### src/rtl/buzzer_scoreboard_pkg.sv
// -----------------------------------------------------------------------------
// buzzer_scoreboard_pkg
// Shared definitions for the buzzer scoreboard: FSM state encodings, one-hot
// player codes, and the default win score and arm timeout.
// -----------------------------------------------------------------------------
package buzzer_scoreboard_pkg;

    typedef enum logic [1:0] {
        ST_IDLE  = 2'd0,
        ST_ARMED = 2'd1,
        ST_JUDGE = 2'd2,
        ST_DONE  = 2'd3
    } state_t;

    localparam logic [1:0] PLAYER_NONE = 2'b00;
    localparam logic [1:0] PLAYER_1    = 2'b01;
    localparam logic [1:0] PLAYER_2    = 2'b10;

    localparam int DEF_WIN_SCORE = 5;
    localparam int DEF_TIMEOUT   = 1000;

endpackage

### src/rtl/buzzer_scoreboard_timer.sv
// -----------------------------------------------------------------------------
// round_timer
// Counts clk cycles while enabled; clear returns it to zero. The expired flag
// is registered and goes high on the edge where the count reaches TIMEOUT,
// then holds until clear.
// Ports:
//   clk, reset  : clock, asynchronous active-high reset
//   clear       : synchronous clear of count and expired flag
//   en          : count enable
//   expired     : registered, high once TIMEOUT enabled cycles have elapsed
// -----------------------------------------------------------------------------
module round_timer #(
    parameter int TIMEOUT = 1000
) (
    input  logic clk,
    input  logic reset,
    input  logic clear,
    input  logic en,
    output logic expired
);

    localparam int CW = $clog2(TIMEOUT + 1);

    logic [CW-1:0] count;

    always_ff @(posedge clk or posedge reset) begin
        if (reset) begin
            count   <= '0;
            expired <= 1'b0;
        end else if (clear) begin
            count   <= '0;
            expired <= 1'b0;
        end else if (en && !expired) begin
            count <= count + 1'b1;
            // Flag on the same edge the count lands on TIMEOUT.
            if (count == CW'(TIMEOUT - 1))
                expired <= 1'b1;
        end
    end

endmodule

### src/rtl/buzzer_scoreboard.sv
// -----------------------------------------------------------------------------
// buzzer_scoreboard
// Round controller and score keeper sitting behind a two-player buzzer stage.
// Arms the buzzers on request, captures which player locked out first, applies
// the host's verdict to that player's score and declares a winner.
// Ports:
//   clk, reset            : clock, asynchronous active-high reset
//   led1, led2            : lockout levels from the buzzer stage
//   next_round            : host pulse, arm a new round
//   judge_ok, judge_bad   : host verdict pulses for the captured answer
//   new_game              : host pulse, clear everything back to IDLE
//   control               : 1 = buzzers live / locked, 0 = buzzer stage cleared
//   score1, score2        : player scores (unsigned, saturating)
//   answering             : one-hot captured player
//   game_over, winner     : end-of-game flag and one-hot winning player
// All outputs come straight from registers.
// -----------------------------------------------------------------------------
module buzzer_scoreboard
    import buzzer_scoreboard_pkg::*;
#(
    parameter int WIN_SCORE = DEF_WIN_SCORE,
    parameter int TIMEOUT   = DEF_TIMEOUT
) (
    input  logic       clk,
    input  logic       reset,
    input  logic       led1,
    input  logic       led2,
    input  logic       next_round,
    input  logic       judge_ok,
    input  logic       judge_bad,
    input  logic       new_game,
    output logic       control,
    output logic [3:0] score1,
    output logic [3:0] score2,
    output logic [1:0] answering,
    output logic       game_over,
    output logic [1:0] winner
);

    localparam logic [3:0] WIN = 4'(WIN_SCORE);

    function automatic logic [3:0] sat_inc(input logic [3:0] s);
        return (s >= WIN) ? WIN : s + 4'd1;
    endfunction

    function automatic logic [3:0] sat_dec(input logic [3:0] s);
        return (s == 4'd0) ? 4'd0 : s - 4'd1;
    endfunction

    state_t     state, state_nxt;
    logic       control_nxt, game_over_nxt;
    logic [3:0] score1_nxt, score2_nxt;
    logic [1:0] answering_nxt, winner_nxt;
    logic       expired;

    // Timer runs only in ARMED and sits cleared everywhere else, so it always
    // starts from zero on round entry.
    round_timer #(.TIMEOUT(TIMEOUT)) u_timer (
        .clk     (clk),
        .reset   (reset),
        .clear   (state != ST_ARMED),
        .en      (state == ST_ARMED),
        .expired (expired)
    );

    always_ff @(posedge clk or posedge reset) begin
        if (reset) begin
            state     <= ST_IDLE;
            control   <= 1'b0;
            score1    <= 4'd0;
            score2    <= 4'd0;
            answering <= PLAYER_NONE;
            game_over <= 1'b0;
            winner    <= PLAYER_NONE;
        end else begin
            state     <= state_nxt;
            control   <= control_nxt;
            score1    <= score1_nxt;
            score2    <= score2_nxt;
            answering <= answering_nxt;
            game_over <= game_over_nxt;
            winner    <= winner_nxt;
        end
    end

    always_comb begin
        state_nxt     = state;
        control_nxt   = control;
        score1_nxt    = score1;
        score2_nxt    = score2;
        answering_nxt = answering;
        game_over_nxt = game_over;
        winner_nxt    = winner;

        if (new_game) begin
            state_nxt     = ST_IDLE;
            control_nxt   = 1'b0;
            score1_nxt    = 4'd0;
            score2_nxt    = 4'd0;
            answering_nxt = PLAYER_NONE;
            game_over_nxt = 1'b0;
            winner_nxt    = PLAYER_NONE;
        end else begin
            case (state)
                ST_IDLE: begin
                    if (next_round) begin
                        state_nxt   = ST_ARMED;
                        control_nxt = 1'b1;
                    end
                end
                ST_ARMED: begin
                    // A buzz on the final cycle still beats the timeout;
                    // P1 wins a same-cycle tie.
                    if (led1 || led2) begin
                        state_nxt     = ST_JUDGE;
                        answering_nxt = led1 ? PLAYER_1 : PLAYER_2;
                    end else if (expired) begin
                        state_nxt   = ST_IDLE;
                        control_nxt = 1'b0;
                    end
                end
                ST_JUDGE: begin
                    if (judge_ok && !judge_bad) begin
                        state_nxt     = ST_IDLE;
                        control_nxt   = 1'b0;
                        answering_nxt = PLAYER_NONE;
                        if (answering == PLAYER_1) begin
                            score1_nxt = sat_inc(score1);
                            if (score1_nxt == WIN) begin
                                state_nxt     = ST_DONE;
                                game_over_nxt = 1'b1;
                                winner_nxt    = PLAYER_1;
                            end
                        end else begin
                            score2_nxt = sat_inc(score2);
                            if (score2_nxt == WIN) begin
                                state_nxt     = ST_DONE;
                                game_over_nxt = 1'b1;
                                winner_nxt    = PLAYER_2;
                            end
                        end
                    end else if (judge_bad && !judge_ok) begin
                        state_nxt     = ST_IDLE;
                        control_nxt   = 1'b0;
                        answering_nxt = PLAYER_NONE;
                        if (answering == PLAYER_1)
                            score1_nxt = sat_dec(score1);
                        else
                            score2_nxt = sat_dec(score2);
                    end
                end
                ST_DONE: begin
                    control_nxt = 1'b0;
                end
                default: begin
                    state_nxt   = ST_IDLE;
                    control_nxt = 1'b0;
                end
            endcase
        end
    end

endmodule
### config.mk
export PLATFORM = sky130hd
export DESIGN_NAME = buzzer_scoreboard
export DESIGN_NICKNAME = d
export VERILOG_FILES = /design/src/rtl/buzzer_scoreboard_pkg.sv /design/src/rtl/buzzer_scoreboard_timer.sv /design/src/rtl/buzzer_scoreboard.sv
export SDC_FILE = /design/constraint.sdc
export NUM_CORES = 1
export LEC_CHECK = 0
export CORE_MARGIN = 5
export CORE_UTILIZATION = 54
export CTS_CLUSTER_DIAMETER = 80
export DETAILED_ROUTE_END_ITERATION = 6
export GPL_TIMING_DRIVEN = 0
export PLACE_DENSITY_LB_ADDON = 0.08
export SLEW_MARGIN = 20
export SYNTH_ARGS = -nofsm -noshare
export SYNTH_HDL_FRONTEND = slang
export SYNTH_SLANG_ARGS = --single-unit
### constraint.sdc
create_clock -name clk -period 5.9 [get_ports clk]
set_clock_uncertainty 0.2 [all_clocks]
set_input_delay 0.885 -clock clk [delete_from_list [all_inputs] [get_ports clk]]
set_output_delay 0.885 -clock clk [all_outputs]
set_load 0.05 [all_outputs]
==> flow_summary.json <==
{
  "status": "complete, no violations",
  "worst_slew_pin_slew_ps": 573,
  "switching_share_pct": 30.7,
  "hold-path-endpoint": "game_over$_DFFE_PP0P_",
  "vias": 1471,
  "yosysSeqAreaShare_pct": 38.7,
  "die_h_um": 66.9,
  "fmax_mhz": 357,
  "ys.flop_type": "dfrtp_1",
  "synth-edff-count": 0,
  "fin_crit_ps": 2800,
  "die_area_um2": 4470,
  "clockBufferDepth": 2,
  "ant_nets": 0,
  "max-slew-margin-rel_pct": 61.8,
  "syn_nets": 217,
  "reg2reg_to": "state[0]$_DFFE_PP0P_",
  "hpwl_um": 2680,
  "place_congestion": 0.959,
  "antenna_found_initial": 0,
  "rows": 20,
  "cp.buffers_inverters": 1,
  "layout.cells.non_filler": 266,
  "min-delay-start": "game_over$_DFFE_PP0P_",
  "grt_first_pass_wirelength_um": 6490,
  "core_area_um2": 3080,
  "internal_power_mw": 0.244,
  "drc": 0,
  "cts_tree": "yes",
  "ir_drop_mv": 0.0891,
  "cp_slowest_cell": "clkdlybuf4s50_1",
  "drive_above_1_share_pct": 4.50,
  "area_growth_pct": 16.8,
  "ff2ff_setup_slack_ps": 3660,
  "pwr-share-clk_pct": 24.3,
  "crit_family": "buffers and inverters",
  "final_max_slew_viol_count": 0,
  "ioPinCount": 22,
  "cts_resized": 0,
  "rsz0062_at_grt": "no",
  "cap_violations": 0,
  "synth_common_cells": "dfrtp_1, nor2_1, ha_1, o21ai_0, nand2_1",
  "combPwrFrac_pct": 20.0,
  "ctsHtreeMaxLevel": 1,
  "synth_most_common_cell": "dfrtp_1",
  "dp_cells": 262,
  "nNetsFinal": 243,
  "io_buffer_count": 21,
  "synth_cells": 197,
  "crit_chain": "clkdlybuf4s50_1",
  "crit_fanout": 8,
  "vias_per_cell": 5.53,
  "insertedDiodeCount": 0,
  "cp.required_ps": 4820,
  "yosys.area.top_type": "dfrtp_1",
  "setup_tns_ps": 0,
  "power.density_nw_per_um2": 173,
  "p_leak_nw": 0.851,
  "ys_async_sr_fraction_pct": 100,
  "fin_crit_sh_pct": 47.5,
  "timing.rr.start": "score1[1]$_DFFE_PP0P_",
  "cp-start-kind": "register",
  "synthTopCellsByArea": "dfrtp_1, ha_1, nor2_1, a211oi_1, xnor2_1",
  "yosys_register_bits": 27,
  "postCtsSetupBuffers": 0,
  "hold_viol_final": 0,
  "cp_slowest_stage_delay_ps": 860,
  "yosysWarnings": 0,
  "start_util_pct": 56.7,
  "grt_max_degree": 28,
  "p_switching_mw": 0.108,
  "syn_area_um2": 1750,
  "min_path_type": "reg -> reg",
  "root_buffer": "clkbuf_4",
  "hold_slack_ps": 338,
  "gr-total-overflow": 0,
  "hold_depth": 2,
  "finalSetupViolCount": 0,
  "grt_pass1_vias": 1472,
  "clock-sinks": 27,
  "grt_usage_pct": 18.5,
  "power_frac_seq_pct": 55.7,
  "drtIter0Drc": 87,
  "syn_area_per_cell_um2": 8.86,
  "crit_type": "reg -> out",
  "clk_pin_slew_ps": 160,
  "cts_buffers": 3,
  "post_drt_wl_per_cell_um": 14.0,
  "chipWidth_um": 66.9,
  "routed_wl_um": 3730,
  "firstDrtPassIters": 4,
  "synth_cell_types": 36,
  "clk-insertion-delay-late_ps": 330,
  "reg2reg_depth": 7,
  "end_kind": "output pin",
  "synth_top_area_share_pct": 38.7,
  "cp.arrival_ps": 1720,
  "cts-hold-fix-buffers": 0
}
[how the worst max path moves through the flow]
| stage | depth (start not counted) | to | slack (ps) | from |
|---|---|---|---|---|
| detailed placement | 5 | score2[2]$_DFFE_PP0P_ | 3070 | judge_bad |
| floorplan | 7 | state[0]$_DFFE_PP0P_ | 3590 | score1[0]$_DFFE_PP0P_ |
| CTS | 1 | score1[3] | 3100 | score1[3]$_DFFE_PP0P_ |
| finish | 1 | score1[3] | 3100 | score1[3]$_DFFE_PP0P_ |
| global route | 1 | score1[3] | 3060 | score1[3]$_DFFE_PP0P_ |
| global placement | 6 | score1[2]$_DFFE_PP0P_ | 3070 | judge_ok |
[per-layer routing]
metal | part of all wire [%] | track usage [%] | wire length (µm)
met4 | 0.64 | 4.30 | 24
met2 | 47 | 31.7 | 1770
met1 | 48 | 24.6 | 1800
met5 | 0 | 0 | 0
met3 | 3.5 | 2.36 | 129
[logic make-up after synthesis]
family | after synthesis | share of synthesized area [%]
AOI/OAI and AO/OA | 44 | 16.1
xor gates and xnor gates | 10 | 5.02
adders and majority gates | 12 | 8.60
buffers and inverters | 17 | 3.94
DFF | 27 | 38.7
muxes | 4 | 2.29
and+or+nand+nor | 83 | 25.3
[final cells by class]
class                   count  area, µm²
fillers                   260       1040
multi-input cells         153       1000
flip-flops and latches     27        676
repair buffers             21        210
well taps                  44       55.1
inverters                  10       37.5
plain buffers               7       31.3
clock buffers               3       22.5
clock inverters             1       5.00
[power groups by stage]
stage | Combinational (mW) | Clock, mW | Sequential, mW
floorplan | 0.0393 | 0 | 0.208
global placement | 0.0694 | 0 | 0.199
detailed placement | 0.0709 | 0 | 0.199
CTS | 0.0712 | 0.0861 | 0.196
global route | 0.0784 | 0.0931 | 0.197
finish | 0.0704 | 0.0854 | 0.196
[metrics by stage]
step	total power, mW	util, %	area [µm²]	setup WS (ps)
after CTS	0.353	66.2	2040	3100
after floorplan	0.247	-	1750	3590
after detailed placement	0.270	65.3	2010	3070
after global placement	0.268	65.3	2010	3070
after global routing	0.368	66.2	2040	3060
final	0.352	66.2	2040	3100
[layout by cell type, fill, tap and decap left out, types with 2 or more instances in the layout]
| master | netlist | routed |
|---|---|---|
| nor2b_1 | 7 | 7 |
| nand3b_1 | 2 | 2 |
| nor2_1 | 19 | 19 |
| dfrtp_1 | 27 | 27 |
| xnor2_1 | 7 | 7 |
| clkbuf_1 | 3 | 3 |
| a21oi_1 | 10 | 10 |
| nand3_1 | 7 | 7 |
| clkbuf_4 | 0 | 3 |
| clkdlybuf4s50_1 | 0 | 21 |
| or3_1 | 5 | 5 |
| o21ai_0 | 12 | 12 |
| xor2_1 | 3 | 3 |
| a21boi_0 | 2 | 2 |
| a311oi_1 | 2 | 2 |
| nor3_1 | 8 | 8 |
| nand2_1 | 11 | 11 |
| nand2b_1 | 5 | 5 |
| buf_2 | 4 | 4 |
| a211oi_1 | 9 | 9 |
| nor3b_1 | 4 | 4 |
| nand4_1 | 4 | 4 |
| a21o_1 | 2 | 2 |
| mux2i_1 | 4 | 4 |
| ha_1 | 12 | 12 |
| and2_1 | 7 | 7 |
| inv_1 | 10 | 9 |
[state kept, by name (all words and copies together) (netlist names)]
register,cells
score1,4
u_timer.expired,1
u_timer.count,10
score2,4
winner,2
game_over,1
control,1
answering,2
state,2
Note: power is estimated with default switching activity, not from simulation.
